<file path="src/rtl/control_pkg.sv">
// Shared encodings for the multi-cycle control FSM.
// CONTROL_FSM_TRAP_EN adds the TRAP state used for fault halts.
package control_pkg;

  typedef enum logic [2:0] {
    FETCH,
    DECODE,
    EXEC,
    MEM,
    TARGET,
    NEXTPC
`ifdef CONTROL_FSM_TRAP_EN
    , TRAP
`endif
  } state_t;

  localparam logic [1:0] INSEL1_RS1  = 2'd0;
  localparam logic [1:0] INSEL1_PC   = 2'd1;
  localparam logic [1:0] INSEL1_ZERO = 2'd2;

  localparam logic [1:0] INSEL2_RS2  = 2'd0;
  localparam logic [1:0] INSEL2_IMM  = 2'd1;
  localparam logic [1:0] INSEL2_FOUR = 2'd2;

  localparam logic ADDR_PC  = 1'b0;
  localparam logic ADDR_ALU = 1'b1;

  localparam logic RD_ALU = 1'b0;
  localparam logic RD_MEM = 1'b1;

  localparam logic [4:0] ALU_ADD = 5'b00000;

endpackage

</file>
<file path="src/rtl/control_fsm_if.sv">
// Decoded-instruction inputs and datapath strobes between control FSM and datapath.
// CONTROL_FSM_TRAP_EN adds the trap indicator.
interface control_fsm_if;
  logic       opcode_load, opcode_miscmem, opcode_opimm, opcode_auipc, opcode_store;
  logic       opcode_op, opcode_lui, opcode_branch, opcode_jalr, opcode_jal, opcode_system;
  logic       invalid_inst, ialign, mem_malign, mem_fc;
  logic [4:0] aluop_in;
  logic       branch_taken;
  logic       write_pc, write_ir, write_rd, mem_read, mem_write;
  logic [4:0] alu_op;
  logic       addr_sel, rd_sel;
  logic [1:0] alu_insel1, alu_insel2;
`ifdef CONTROL_FSM_TRAP_EN
  logic       trap;
`endif

  modport master (
    input  opcode_load, opcode_miscmem, opcode_opimm, opcode_auipc, opcode_store,
           opcode_op, opcode_lui, opcode_branch, opcode_jalr, opcode_jal, opcode_system,
           invalid_inst, ialign, mem_malign, mem_fc, aluop_in, branch_taken,
    output write_pc, write_ir, write_rd, mem_read, mem_write,
           alu_op, addr_sel, rd_sel, alu_insel1, alu_insel2
`ifdef CONTROL_FSM_TRAP_EN
    , output trap
`endif
  );

  modport slave (
    output opcode_load, opcode_miscmem, opcode_opimm, opcode_auipc, opcode_store,
           opcode_op, opcode_lui, opcode_branch, opcode_jalr, opcode_jal, opcode_system,
           invalid_inst, ialign, mem_malign, mem_fc, aluop_in, branch_taken,
    input  write_pc, write_ir, write_rd, mem_read, mem_write,
           alu_op, addr_sel, rd_sel, alu_insel1, alu_insel2
`ifdef CONTROL_FSM_TRAP_EN
    , input trap
`endif
  );

endinterface

</file>
<file path="src/rtl/control_fsm.sv">
// Multi-cycle RV32 control FSM: state register plus a state/input decode of the strobes.
// CONTROL_FSM_TRAP_EN enables fault detection and the sticky TRAP halt.
module control_fsm
  import control_pkg::*;
(
  input  logic          clk,
  input  logic          rst,
  control_fsm_if.master bus
);

  state_t state, nxt;

`ifdef CONTROL_FSM_TRAP_EN
  logic first_mem;
  logic fault;
`else
  logic unused_faults;
  assign unused_faults = ^{bus.invalid_inst, bus.ialign, bus.mem_malign};
`endif

  always_ff @(posedge clk) begin
    if (rst) begin
      state     <= FETCH;
`ifdef CONTROL_FSM_TRAP_EN
      first_mem <= 1'b1;
`endif
    end else begin
      state     <= nxt;
`ifdef CONTROL_FSM_TRAP_EN
      // High exactly in the first cycle spent in MEM.
      first_mem <= (state != MEM);
`endif
    end
  end

  always_comb begin
    nxt            = state;
    bus.write_pc   = 1'b0;
    bus.write_ir   = 1'b0;
    bus.write_rd   = 1'b0;
    bus.mem_read   = 1'b0;
    bus.mem_write  = 1'b0;
    bus.alu_op     = ALU_ADD;
    bus.addr_sel   = ADDR_PC;
    bus.rd_sel     = RD_ALU;
    bus.alu_insel1 = INSEL1_RS1;
    bus.alu_insel2 = INSEL2_RS2;
`ifdef CONTROL_FSM_TRAP_EN
    bus.trap       = 1'b0;
    fault          = 1'b0;
`endif
    if (!rst) begin
      case (state)
        FETCH: begin
          bus.mem_read = 1'b1;
          if (bus.mem_fc) begin
            bus.write_ir = 1'b1;
            nxt          = DECODE;
          end
        end
        DECODE: nxt = EXEC;
        EXEC: begin
          nxt = NEXTPC;
          if (bus.opcode_op || bus.opcode_opimm) begin
            bus.alu_op     = bus.aluop_in;
            bus.alu_insel2 = bus.opcode_opimm ? INSEL2_IMM : INSEL2_RS2;
            bus.write_rd   = 1'b1;
          end else if (bus.opcode_lui || bus.opcode_auipc) begin
            bus.alu_insel1 = bus.opcode_lui ? INSEL1_ZERO : INSEL1_PC;
            bus.alu_insel2 = INSEL2_IMM;
            bus.write_rd   = 1'b1;
          end else if (bus.opcode_load || bus.opcode_store) begin
            bus.alu_insel2 = INSEL2_IMM;
            nxt            = MEM;
          end else if (bus.opcode_jal || bus.opcode_jalr) begin
            bus.alu_insel1 = INSEL1_PC;
            bus.alu_insel2 = INSEL2_FOUR;
            bus.write_rd   = 1'b1;
            nxt            = TARGET;
          end else if (bus.opcode_branch) begin
            bus.alu_op = bus.aluop_in;
            nxt        = bus.branch_taken ? TARGET : NEXTPC;
          end else if (bus.opcode_miscmem || bus.opcode_system) begin
            nxt = NEXTPC;
          end
        end
        MEM: begin
          bus.addr_sel  = ADDR_ALU;
          bus.mem_read  = bus.opcode_load;
          bus.mem_write = bus.opcode_store && !bus.opcode_load;
          if (bus.mem_fc) begin
            bus.write_rd = bus.opcode_load;
            bus.rd_sel   = bus.opcode_load ? RD_MEM : RD_ALU;
            nxt          = NEXTPC;
          end
        end
        TARGET: begin
          bus.alu_insel1 = bus.opcode_jalr ? INSEL1_RS1 : INSEL1_PC;
          bus.alu_insel2 = INSEL2_IMM;
          bus.write_pc   = 1'b1;
          nxt            = FETCH;
        end
        NEXTPC: begin
          bus.alu_insel1 = INSEL1_PC;
          bus.alu_insel2 = INSEL2_FOUR;
          bus.write_pc   = 1'b1;
          nxt            = FETCH;
        end
`ifdef CONTROL_FSM_TRAP_EN
        TRAP: bus.trap = 1'b1;
`endif
        default: nxt = FETCH;
      endcase
`ifdef CONTROL_FSM_TRAP_EN
      // A fault kills this cycle's architectural side effects; selects are harmless.
      fault = (state == DECODE && bus.invalid_inst) ||
              (state == EXEC && bus.opcode_system) ||
              (state == MEM && first_mem && bus.mem_malign) ||
              ((state == TARGET || state == NEXTPC) && bus.ialign);
      if (fault) begin
        bus.write_pc  = 1'b0;
        bus.write_ir  = 1'b0;
        bus.write_rd  = 1'b0;
        bus.mem_read  = 1'b0;
        bus.mem_write = 1'b0;
        nxt           = TRAP;
      end
`endif
    end
  end

endmodule
</file>
<file path="src/flat_wrapper.sv">
// flat-port wrapper written by rule: the top's interface ports become plain ports
module control_fsm_flat import control_pkg::*;
  (clk, rst, bus_opcode_load, bus_opcode_miscmem, bus_opcode_opimm, bus_opcode_auipc, bus_opcode_store, bus_opcode_op, bus_opcode_lui, bus_opcode_branch, bus_opcode_jalr, bus_opcode_jal, bus_opcode_system, bus_invalid_inst, bus_ialign, bus_mem_malign, bus_mem_fc, bus_aluop_in, bus_branch_taken, bus_write_pc, bus_write_ir, bus_write_rd, bus_mem_read, bus_mem_write, bus_alu_op, bus_addr_sel, bus_rd_sel, bus_alu_insel1, bus_alu_insel2);
  control_fsm_if bus_i ();
  input  logic clk;
  input  logic rst;
  input wire logic [$bits(bus_i.opcode_load)-1:0] bus_opcode_load;
  input wire logic [$bits(bus_i.opcode_miscmem)-1:0] bus_opcode_miscmem;
  input wire logic [$bits(bus_i.opcode_opimm)-1:0] bus_opcode_opimm;
  input wire logic [$bits(bus_i.opcode_auipc)-1:0] bus_opcode_auipc;
  input wire logic [$bits(bus_i.opcode_store)-1:0] bus_opcode_store;
  input wire logic [$bits(bus_i.opcode_op)-1:0] bus_opcode_op;
  input wire logic [$bits(bus_i.opcode_lui)-1:0] bus_opcode_lui;
  input wire logic [$bits(bus_i.opcode_branch)-1:0] bus_opcode_branch;
  input wire logic [$bits(bus_i.opcode_jalr)-1:0] bus_opcode_jalr;
  input wire logic [$bits(bus_i.opcode_jal)-1:0] bus_opcode_jal;
  input wire logic [$bits(bus_i.opcode_system)-1:0] bus_opcode_system;
  input wire logic [$bits(bus_i.invalid_inst)-1:0] bus_invalid_inst;
  input wire logic [$bits(bus_i.ialign)-1:0] bus_ialign;
  input wire logic [$bits(bus_i.mem_malign)-1:0] bus_mem_malign;
  input wire logic [$bits(bus_i.mem_fc)-1:0] bus_mem_fc;
  input wire logic [$bits(bus_i.aluop_in)-1:0] bus_aluop_in;
  input wire logic [$bits(bus_i.branch_taken)-1:0] bus_branch_taken;
  output wire logic [$bits(bus_i.write_pc)-1:0] bus_write_pc;
  output wire logic [$bits(bus_i.write_ir)-1:0] bus_write_ir;
  output wire logic [$bits(bus_i.write_rd)-1:0] bus_write_rd;
  output wire logic [$bits(bus_i.mem_read)-1:0] bus_mem_read;
  output wire logic [$bits(bus_i.mem_write)-1:0] bus_mem_write;
  output wire logic [$bits(bus_i.alu_op)-1:0] bus_alu_op;
  output wire logic [$bits(bus_i.addr_sel)-1:0] bus_addr_sel;
  output wire logic [$bits(bus_i.rd_sel)-1:0] bus_rd_sel;
  output wire logic [$bits(bus_i.alu_insel1)-1:0] bus_alu_insel1;
  output wire logic [$bits(bus_i.alu_insel2)-1:0] bus_alu_insel2;
  assign bus_i.opcode_load = bus_opcode_load;
  assign bus_i.opcode_miscmem = bus_opcode_miscmem;
  assign bus_i.opcode_opimm = bus_opcode_opimm;
  assign bus_i.opcode_auipc = bus_opcode_auipc;
  assign bus_i.opcode_store = bus_opcode_store;
  assign bus_i.opcode_op = bus_opcode_op;
  assign bus_i.opcode_lui = bus_opcode_lui;
  assign bus_i.opcode_branch = bus_opcode_branch;
  assign bus_i.opcode_jalr = bus_opcode_jalr;
  assign bus_i.opcode_jal = bus_opcode_jal;
  assign bus_i.opcode_system = bus_opcode_system;
  assign bus_i.invalid_inst = bus_invalid_inst;
  assign bus_i.ialign = bus_ialign;
  assign bus_i.mem_malign = bus_mem_malign;
  assign bus_i.mem_fc = bus_mem_fc;
  assign bus_i.aluop_in = bus_aluop_in;
  assign bus_i.branch_taken = bus_branch_taken;
  assign bus_write_pc = bus_i.write_pc;
  assign bus_write_ir = bus_i.write_ir;
  assign bus_write_rd = bus_i.write_rd;
  assign bus_mem_read = bus_i.mem_read;
  assign bus_mem_write = bus_i.mem_write;
  assign bus_alu_op = bus_i.alu_op;
  assign bus_addr_sel = bus_i.addr_sel;
  assign bus_rd_sel = bus_i.rd_sel;
  assign bus_alu_insel1 = bus_i.alu_insel1;
  assign bus_alu_insel2 = bus_i.alu_insel2;
  control_fsm u_core (.clk(clk), .rst(rst), .bus(bus_i));
endmodule
</file>
<file path="config.mk">
export PLATFORM = sky130hd
export DESIGN_NAME = control_fsm_flat
export DESIGN_NICKNAME = d
export VERILOG_FILES = /design/src/rtl/control_pkg.sv /design/src/rtl/control_fsm_if.sv /design/src/rtl/control_fsm.sv /design/src/flat_wrapper.sv
export SDC_FILE = /design/constraint.sdc
export NUM_CORES = 1
export LEC_CHECK = 0
export BUFFER_PORTS_ARGS = -buffer_cell sky130_fd_sc_hd__buf_2
export CAP_MARGIN = 20
export CORE_AREA = 2 2 39 41
export DETAILED_ROUTE_END_ITERATION = 16
export DIE_AREA = 0 0 41 43
export PLACE_DENSITY = 0.79
export SLEW_MARGIN = 0
export SYNTH_ARGS = -nofsm -noshare
export SYNTH_HDL_FRONTEND = slang
export SYNTH_SLANG_ARGS = --single-unit
</file>
<file path="constraint.sdc">
create_clock -name clk -period 1.9 [get_ports clk]
set_clock_uncertainty 0.2 [all_clocks]
set_input_delay 0.19 -clock clk [delete_from_list [all_inputs] [get_ports clk]]
set_output_delay 0.19 -clock clk [all_outputs]
set_load 0.02 [all_outputs]
</file>
==> impl_metrics.env, run 1 <==
export IMPL_status="finished with violations"
export IMPL_failed_checks="setup timing"
export IMPL_critical_path_class="register to primary output"
export IMPL_max_freq_mhz=515.5
export IMPL_clk_latency_ns=0.24
export IMPL_vias=606
export IMPL_port_buffers=33
export IMPL_antenna_found_initial=0
export IMPL_yosys_register_bits=3
export IMPL_start_util_pct=30.83
export IMPL_fin_crit_ns=1.940
export IMPL_synth_top_area_share_pct=14.08
export IMPL_avgSynthCellArea_um2=6.772
export IMPL_max_stage_delay_ns=0.34
export IMPL_cp_arrival_ns=1.55
export IMPL_start_kind="register"
export IMPL_slew_viol_final=0
export IMPL_seq_area_frac_synth_pct=14.08
export IMPL_numCtsBuffers=3
export IMPL_max_slew_margin_pct=55.08
export IMPL_hold_class="input pin to register"
export IMPL_routed_via_density=5.050
export IMPL_crit_fanout=6
export IMPL_cts_max_level=1
export IMPL_reg_largest_list="u_core.state (3)"
export IMPL_holdPathStages=3
export IMPL_first_pass_iters=2
export IMPL_first_iter_violations=6
export IMPL_syn_area_um2=426.7
export IMPL_synth_area_leaders="dfxtp_1, nor2_1, nand2_1, nor4b_4, a211oi_1"
export IMPL_wl_per_cell_um=12.54
export IMPL_antenna_left=0
export IMPL_area_growth_pct=72.73
export IMPL_fin_ws_ns=-0.03985
export IMPL_cts_hold_buffers=0
export IMPL_path_delay_family="buffers and inverters"
export IMPL_grt_pass1_wl_um=2145
export IMPL_critPathSlowestCell="dfxtp_4"
export IMPL_rows=14
export IMPL_overflow=0
export IMPL_synth_edf_count=0
export IMPL_holdPathEnd="u_core.state[2]"
export IMPL_timing_final_crit_share_pct=102.1
export IMPL_drive_gt1_share_pct=55.77
export IMPL_fin_nets=128
export IMPL_cts_sinks=3
export IMPL_maxCapViolCount=0
export IMPL_r2r_end="u_core.state[1]"
export IMPL_ir_worst_vdd_uv=241.7
export IMPL_die_y_um=43
export IMPL_clkTransAtPathRegs_ns=0.04
export IMPL_yosysWarnings=0
export IMPL_ys_flop_type="dfxtp_1"
export IMPL_gp_congestion=0.8417
export IMPL_hold_path_startpoint="bus_mem_fc"
export IMPL_hold_viol=0
export IMPL_crit_reg2reg_launch="u_core.state[2]"
export IMPL_yosysTopAreaCell="dfxtp_1"
export IMPL_cts_tree="yes"
export IMPL_worst_ep_required_time_ns=1.51
export IMPL_path_buf_inv=3
export IMPL_crit_top_cell="buf_4"
export IMPL_endpoint_kind="primary output"
export IMPL_rsz0062_at_grt="yes"
export IMPL_preCtsSetupSlack_ns=0.1183
export IMPL_p_total_w=0.0002923
export IMPL_dieArea_um2=1763
export IMPL_syn_num_nets=86
export IMPL_diodes=0
export IMPL_top_register="u_core.state"
export IMPL_cts_max_path_buffers=2
export IMPL_die_w_um=41
export IMPL_root_buffer="clkbuf_4"
export IMPL_hpwlAfterDp_um=1033
export IMPL_drc_errors=0
export IMPL_totalWireLength_um=1505
export IMPL_largest_reg_flops=3
export IMPL_async_flop_share_pct=0
export IMPL_num_io_pins=39
export IMPL_worst_pin_slew_ns=0.6693
export IMPL_ff2ff_setup_slack_ns=0.55
export IMPL_grt_max_degree=10
export IMPL_leakage_nw=0.3615
export IMPL_grt_pass1_vias=533
export IMPL_track_usage_pct=18.14
export IMPL_yosysUniqueCellTypes=32
export IMPL_reg2regPathDepth=4
export IMPL_synth_cells=63
export IMPL_core_um2=1384
export IMPL_path_cells="buf_6 -> nor4b_4 -> buf_4 -> nand2_2 -> nor2_1 -> buf_4"
export IMPL_p_per_area_nw_per_um2=396.7
export IMPL_setup_viol=3
==> per-layer routing <==
metal | global-route usage (%) | vias up | routed length, um
li1 | - | 309 | -
met1 | 21.73 | 277 | 572
met2 | 26.88 | 16 | 825
met3 | 6.283 | 4 | 68
met4 | 10.00 | 0 | 38
met5 | 0 | - | 0
==> cells in the mapped netlist, types with 2 or more instances <==
| library cell | count |
|---|---|
| inv_1 | 3 |
| a211oi_1 | 3 |
| a21oi_1 | 2 |
| and2_1 | 2 |
| o21ai_0 | 3 |
| nor4_1 | 2 |
| dfxtp_1 | 3 |
| nand2_1 | 10 |
| nor2_1 | 12 |
==> what timing repair did <==
action,CTS,global route
pin swaps,3,7
gates resized for setup,7,15
buffers inserted,3,0
endpoints found under the setup margin,4,10
==> worst max-delay path by stage <==
stage                                start           endpoint  slack (ns)  cells after the start
final                      u_core.state[2]      bus_alu_op[3]       -0.04                      6
after global placement    bus_opcode_auipc       bus_write_rd        0.14                      5
after floorplan            u_core.state[1]  bus_alu_insel1[0]        0.03                      4
after global routing       u_core.state[2]      bus_alu_op[3]       -0.10                      6
after CTS                  u_core.state[2]      bus_mem_write       -0.06                      4
after detailed placement   u_core.state[2]      bus_mem_write        0.12                      4
==> layout make-up <==
class | count | area [um^2]
clock buffer | 4 | 26.28
fill | 142 | 646.9
inverter | 3 | 11.26
multi-input combinational | 55 | 371.6
sequential | 3 | 67.56
tap | 16 | 20.02
timing repair buffer | 39 | 240.2
==> worst register-to-register path: stages (launching register included) <==
cell and delay, ns:
dfxtp_4 0.34, buf_6 0.12, nor4b_4 0.28, buf_4 0.22, a32o_1 0.13
==> metrics by stage <==
step / TNS (ns) / std cells / utilization (%) / area [um^2] / hold slack (ns)
CTS: -0.06329 / 120 / 50.18 / 694.4 / 0.05007
global route: -0.4718 / 120 / 53.25 / 737.0 / 0.07435
global placement: 0 / 113 / 45.57 / 630.6 / 0.3093
detailed placement: 0 / 113 / 45.57 / 630.6 / 0.3141
floorplan: 0 / 63 / - / 434.2 / 0.1616
finish: -0.07646 / 120 / 53.25 / 737.0 / 0.06197
==> kinds of logic after synthesis <==
logic type | count (synthesis) | share of synthesized area, %
buffers and inverters | 5 | 5.278
and+or+nand+nor | 40 | 54.26
AOI/OAI and AO/OA | 14 | 24.34
DFF | 3 | 14.08
xor gates and xnor gates | 1 | 2.053
==> where the power goes <==
part / internal, W / switching, W / total (W)
registers: 0.0000656 / 0.00000551 / 0.0000711
clock network: 0.0000789 / 0.0000366 / 0.000116
logic: 0.0000469 / 0.0000588 / 0.000106
==> cell usage in the layout (no fill, tap or decap), types with 3 or more instances in the layout <==
cell / count
a211oi_1: 3
buf_2: 24
buf_4: 13
clkbuf_4: 3
inv_1: 3
nand2_1: 6
nand2_2: 5
nor2_1: 11
o21ai_0: 3
No activity file was read; power rests on OpenSTA's default activity.
==> run 2: changes to the inputs <==
--- a/config.mk
+++ b/config.mk
@@ -8,8 +8,8 @@
 export BUFFER_PORTS_ARGS = -buffer_cell sky130_fd_sc_hd__buf_2
 export CAP_MARGIN = 20
-export CORE_AREA = 2 2 39 41
+export CORE_AREA = 2 2 41 43
 export DETAILED_ROUTE_END_ITERATION = 16
-export DIE_AREA = 0 0 41 43
-export PLACE_DENSITY = 0.79
+export DIE_AREA = 0 0 43 45
+export PLACE_DENSITY = 0.73
 export SLEW_MARGIN = 0
 export SYNTH_ARGS = -nofsm -noshare
==> constraint.sdc (replaced) <==
create_clock -name clk -period 1.9 [get_ports clk]
set_clock_uncertainty 0.2 [all_clocks]
set_input_delay 0.19 -clock clk [delete_from_list [all_inputs] [get_ports clk]]
set_output_delay 0.19 -clock clk [all_outputs]
set_load 0.005 [all_outputs]
==> run 2 against run 1 <==
Die area rose by 9.8%. Sequential power is 2% higher. Via count is 2.3% higher. The run still ends with setup timing left. Highest routed layer unchanged.
==> impl_metrics.env, run 2 (synthesis gave the netlist of run 1 again) <==
export IMPL_status="finished with violations"
export IMPL_failed_checks="setup timing"
export IMPL_diodes=0
export IMPL_layout_common_cells="buf_2, nor2_1, nand2_1"
export IMPL_first_pass_iters=4
export IMPL_largest_reg_flops=3
export IMPL_hpwlAfterDp_um=1107
export IMPL_ff2ff_setup_slack_ns=0.46
export IMPL_timing_final_crit_share_pct=100.8
export IMPL_numCtsBuffers=3
export IMPL_rsz0062_at_grt="yes"
export IMPL_root_buffer="clkbuf_4"
export IMPL_track_usage_pct=15.42
export IMPL_clkTransAtPathRegs_ns=0.04
export IMPL_num_io_pins=39
export IMPL_endpoint_kind="primary output"
export IMPL_die_y_um=45
export IMPL_rows=14
export IMPL_totalWireLength_um=1456
export IMPL_setup_viol=1
export IMPL_hold_viol=0
export IMPL_wl_per_cell_um=12.13
export IMPL_port_buffers=33
export IMPL_antenna_found_initial=0
export IMPL_ir_worst_vdd_uv=244.2
export IMPL_vias=620
export IMPL_leakage_nw=0.3583
export IMPL_overflow=0
export IMPL_clk_latency_ns=0.24
export IMPL_register_area_um2=65.06
export IMPL_critPathSlowestCell="or3b_4"
export IMPL_fin_crit_ns=1.915
export IMPL_fin_nets=128
export IMPL_first_iter_violations=7
export IMPL_core_um2=1471
export IMPL_start_kind="register"
export IMPL_dieArea_um2=1935
export IMPL_grt_pass1_wl_um=2256
export IMPL_max_stage_delay_ns=0.41
export IMPL_hold_class="input pin to register"
export IMPL_path_delay_family="simple AND/OR/NAND/NOR gates"
export IMPL_final_util_pct=47.02
export IMPL_critical_path_class="register to primary output"
export IMPL_path_buf_inv=1
export IMPL_cp_arrival_ns=1.52
export IMPL_cts_max_level=1
export IMPL_fillCellCount=161
export IMPL_max_slew_margin_pct=58.56
export IMPL_maxCapViolCount=0
export IMPL_top_register="u_core.state"
export IMPL_worst_pin_slew_ns=0.6174
export IMPL_grt_max_degree=11
export IMPL_drive_gt1_share_pct=50.96
export IMPL_p_per_area_nw_per_um2=408.8
export IMPL_multi_input_comb_area_um2=359.1
export IMPL_cts_max_path_buffers=2
export IMPL_fin_ws_ns=-0.01488
export IMPL_drc_errors=0
export IMPL_area_growth_pct=62.17
export IMPL_routed_via_density=5.167
export IMPL_cts_hold_buffers=0
export IMPL_antenna_left=0
export IMPL_instances_no_fill=120
export IMPL_max_freq_mhz=522.2
export IMPL_cts_sinks=3
export IMPL_reg_largest_list="u_core.state (3)"
export IMPL_gp_congestion=0.8315
export IMPL_final_common_cell="buf_2"
export IMPL_grt_pass1_vias=554
export IMPL_crit_fanout=5
export IMPL_whs_ns=0.05707
export IMPL_start_util_pct=29.00
export IMPL_preCtsSetupSlack_ns=0.1374
export IMPL_slew_viol_final=0
export IMPL_cts_tree="yes"
export IMPL_die_w_um=43
export IMPL_path_cells="or3b_4 -> or2_4 -> nor3b_2 -> buf_2"
export IMPL_worst_ep_required_time_ns=1.51
export IMPL_dp_cells=114
## run 2: cell counts in the layout (fill, tap and decap cells not counted)
Identical to the previous run, type by type.
## run 2: report_power, final
group | internal (W) | switching [W] | total (W) | leakage, nW
combinational | 0.0000444 | 0.0000481 | 0.0000925 | 0.318
sequential | 0.0000666 | 0.00000553 | 0.0000722 | 0.0258
clock | 0.0000791 | 0.0000391 | 0.000118 | 0.0150
total | 0.000190 | 0.0000928 | 0.000283 | 0.358
## run 2: worst reg2reg max path, cell delays in order, from the launching register on
cell	delay (ns)
dfxtp_4	0.35
buf_4	0.15
nor4b_4	0.13
buf_4	0.16
buf_4	0.13
a32o_1	0.20
## run 2: worst paths after layout
kind / from / cells after the start / endpoint
setup reg to reg: u_core.state[1] / 5 / u_core.state[1]
hold / removal: bus_mem_fc / 3 / u_core.state[2]
hold reg to reg: u_core.state[0] / 2 / u_core.state[2]
setup / recovery: u_core.state[2] / 4 / bus_mem_write
## run 2: layout make-up
type / instances / share of cell area, %
Multi-Input combinational cell: 55 / 51.90
Timing Repair Buffer: 39 / 30.38
Sequential cell: 3 / 9.403
Clock buffer: 4 / 3.797
Tap cell: 16 / 2.893
Inverter: 3 / 1.627
## run 2: what timing repair did
action	4_1_cts	5_1_grt
setup endpoints to repair	11	8
gates resized for setup	4	2
buffers inserted	1	1
pin swaps	0	1
## run 2: routing by layer
metal	track usage (%)	wire length (um)	vias to the layer above
li1	-	-	311
met2	27.27	719	22
met1	18.40	642	285
met4	7.273	20	0
met5	0	0	-
met3	2.400	74	2
## run 2: per-stage QoR
stage	total power, W	TNS, ns	instance area (um^2)
2_1_floorplan	0.0001148	0	426.7
3_3_place_gp	0.0001570	0	630.6
3_5_place_dp	0.0001597	0	630.6
4_1_cts	0.0002802	-0.01828	671.9
5_1_grt	0.0002962	-0.2311	691.9
6_report	0.0002829	-0.01488	691.9
==> run 3: changes to the inputs <==
Settings changed: CTS_BUF_LIST set to sky130_fd_sc_hd__clkbuf_16.
==> run 3 against run 2 <==
The run now ends clean. Final cell count decreased by 0.83%. Combinational power decreased by 2%. Via count increased by 1.3%. Utilization increased by 3.1 points. Non-clock buffer count decreased by 1. Largest power group unchanged. Highest routed layer unchanged.
==> impl_metrics.env, run 3 (synthesis gave the netlist of run 1 again) <==
export IMPL_status="finished, final reports clean"
export IMPL_hpwlAfterDp_um=1107
export IMPL_endpoint_kind="primary output"
export IMPL_max_freq_mhz=528.5
export IMPL_grt_pass1_wl_um=2339
export IMPL_slew_viol_final=0
export IMPL_ir_worst_vdd_uv=520.0
export IMPL_max_slew_margin_pct=56.22
export IMPL_fin_crit_ns=1.892
export IMPL_grt_max_degree=11
export IMPL_setup_viol=0
export IMPL_start_kind="register"
export IMPL_area_growth_pct=72.73
export IMPL_top_register="u_core.state"
export IMPL_antenna_left=0
export IMPL_numCtsBuffers=3
export IMPL_layout_common_cells="buf_2, nor2_1, nand2_1"
export IMPL_overflow=0
export IMPL_fin_ws_ns=0.007767
export IMPL_cts_max_path_buffers=2
export IMPL_final_common_cell="buf_2"
export IMPL_fin_nets=127
export IMPL_gp_congestion=0.8315
export IMPL_setup_tns_ns=0
export IMPL_worst_ep_required_time_ns=1.51
export IMPL_timing_final_crit_share_pct=99.59
export IMPL_clk_latency_ns=0.23
export IMPL_first_iter_violations=13
export IMPL_hold_viol=0
export IMPL_num_io_pins=39
export IMPL_rows=14
export IMPL_clkTransAtPathRegs_ns=0.03
export IMPL_drive_gt1_share_pct=50.49
export IMPL_maxCapViolCount=0
export IMPL_drc_errors=0
export IMPL_p_per_area_nw_per_um2=672.2
export IMPL_crit_fanout=5
export IMPL_diodes=0
export IMPL_start_util_pct=29.00
export IMPL_cts_sinks=3
export IMPL_cts_max_level=1
export IMPL_die_w_um=43
export IMPL_cts_tree="yes"
export IMPL_first_pass_iters=4
export IMPL_critical_path_class="register to primary output"
export IMPL_dieArea_um2=1935
export IMPL_die_y_um=45
export IMPL_routed_via_density=5.277
export IMPL_rsz0062_at_grt="yes"
export IMPL_wl_per_cell_um=12.01
export IMPL_core_um2=1471
export IMPL_port_buffers=33
export IMPL_leakage_nw=0.3802
export IMPL_totalWireLength_um=1429
export IMPL_track_usage_pct=16.01
export IMPL_preCtsSetupSlack_ns=0.1374
export IMPL_whs_ns=0.07555
export IMPL_root_buffer="clkbuf_16"
export IMPL_grt_pass1_vias=557
export IMPL_worst_pin_slew_ns=0.6522
export IMPL_antenna_found_initial=0
export IMPL_cp_arrival_ns=1.50
export IMPL_reg_largest_list="u_core.state (3)"
export IMPL_largest_reg_flops=3
export IMPL_vias=628
export IMPL_hold_class="input pin to register"
[run 3: cell types whose count changed in the layout (fill, tap and decap cells not counted), sizes merged]
| cell | previous run | this run |
|---|---|---|
| buf | 39 | 38 |
| clkbuf | 4 | 3 |
| inv | 3 | 4 |
[run 3: cell type report]
type,instances,area [um^2]
Clock buffer,3,75.07
Inverter,3,11.26
Multi-Input combinational cell,55,359.1
Clock inverter,1,3.754
Fill cell,147,734.5
Sequential cell,3,65.06
Timing Repair Buffer,38,202.7
Tap cell,16,20.02
[run 3: metrics by stage]
step                      cell area [um^2]  utilization [%]  cells  total power [W]
after floorplan                      426.7                -     63        0.0001148
after global placement               630.6            42.86    114        0.0001570
after detailed placement             630.6            42.86    114        0.0001597
after CTS                            724.4            49.23    119        0.0004980
after global routing                 737.0            50.09    119        0.0005152
final                                737.0            50.09    119        0.0004954
[run 3: repair_timing]
item | in CTS | in global routing
hold buffers | 0 | 0
hold endpoints to repair | 0 | 0
endpoints found under the setup margin | 7 | 3
resized for setup | 4 | 2
setup buffers | 1 | 0
[run 3: path summary, 6_finish.rpt]
kind	startpoint	to	slack, ns	cells past startpoint
setup / recovery	u_core.state[2]	bus_mem_write	0.008	4
hold / removal	bus_mem_fc	u_core.state[2]	0.08	3
hold reg to reg	u_core.state[0]	u_core.state[2]	0.38	2
setup reg to reg	u_core.state[1]	u_core.state[1]	0.59	4
[run 3: layer usage]
metal,GRT usage [%],wire length (um),vias to the layer above
met3,2.400,104,2
met4,9.091,24,0
met2,27.27,700,23
li1,-,-,309
met5,0,0,-
met1,19.37,599,294
[run 3: power breakdown]
group / switching (W) / internal [W] / total, W
Clock: 0.0000602 / 0.000272 / 0.000332
Combinational: 0.0000475 / 0.0000436 / 0.0000911
Sequential: 0.00000569 / 0.0000668 / 0.0000725
[run 3: critical path, stage by stage (launching register included)]
cell	delay (ns)
dfxtp_2	0.34
or3b_4	0.41
or2_4	0.25
nor3b_2	0.15
buf_2	0.13
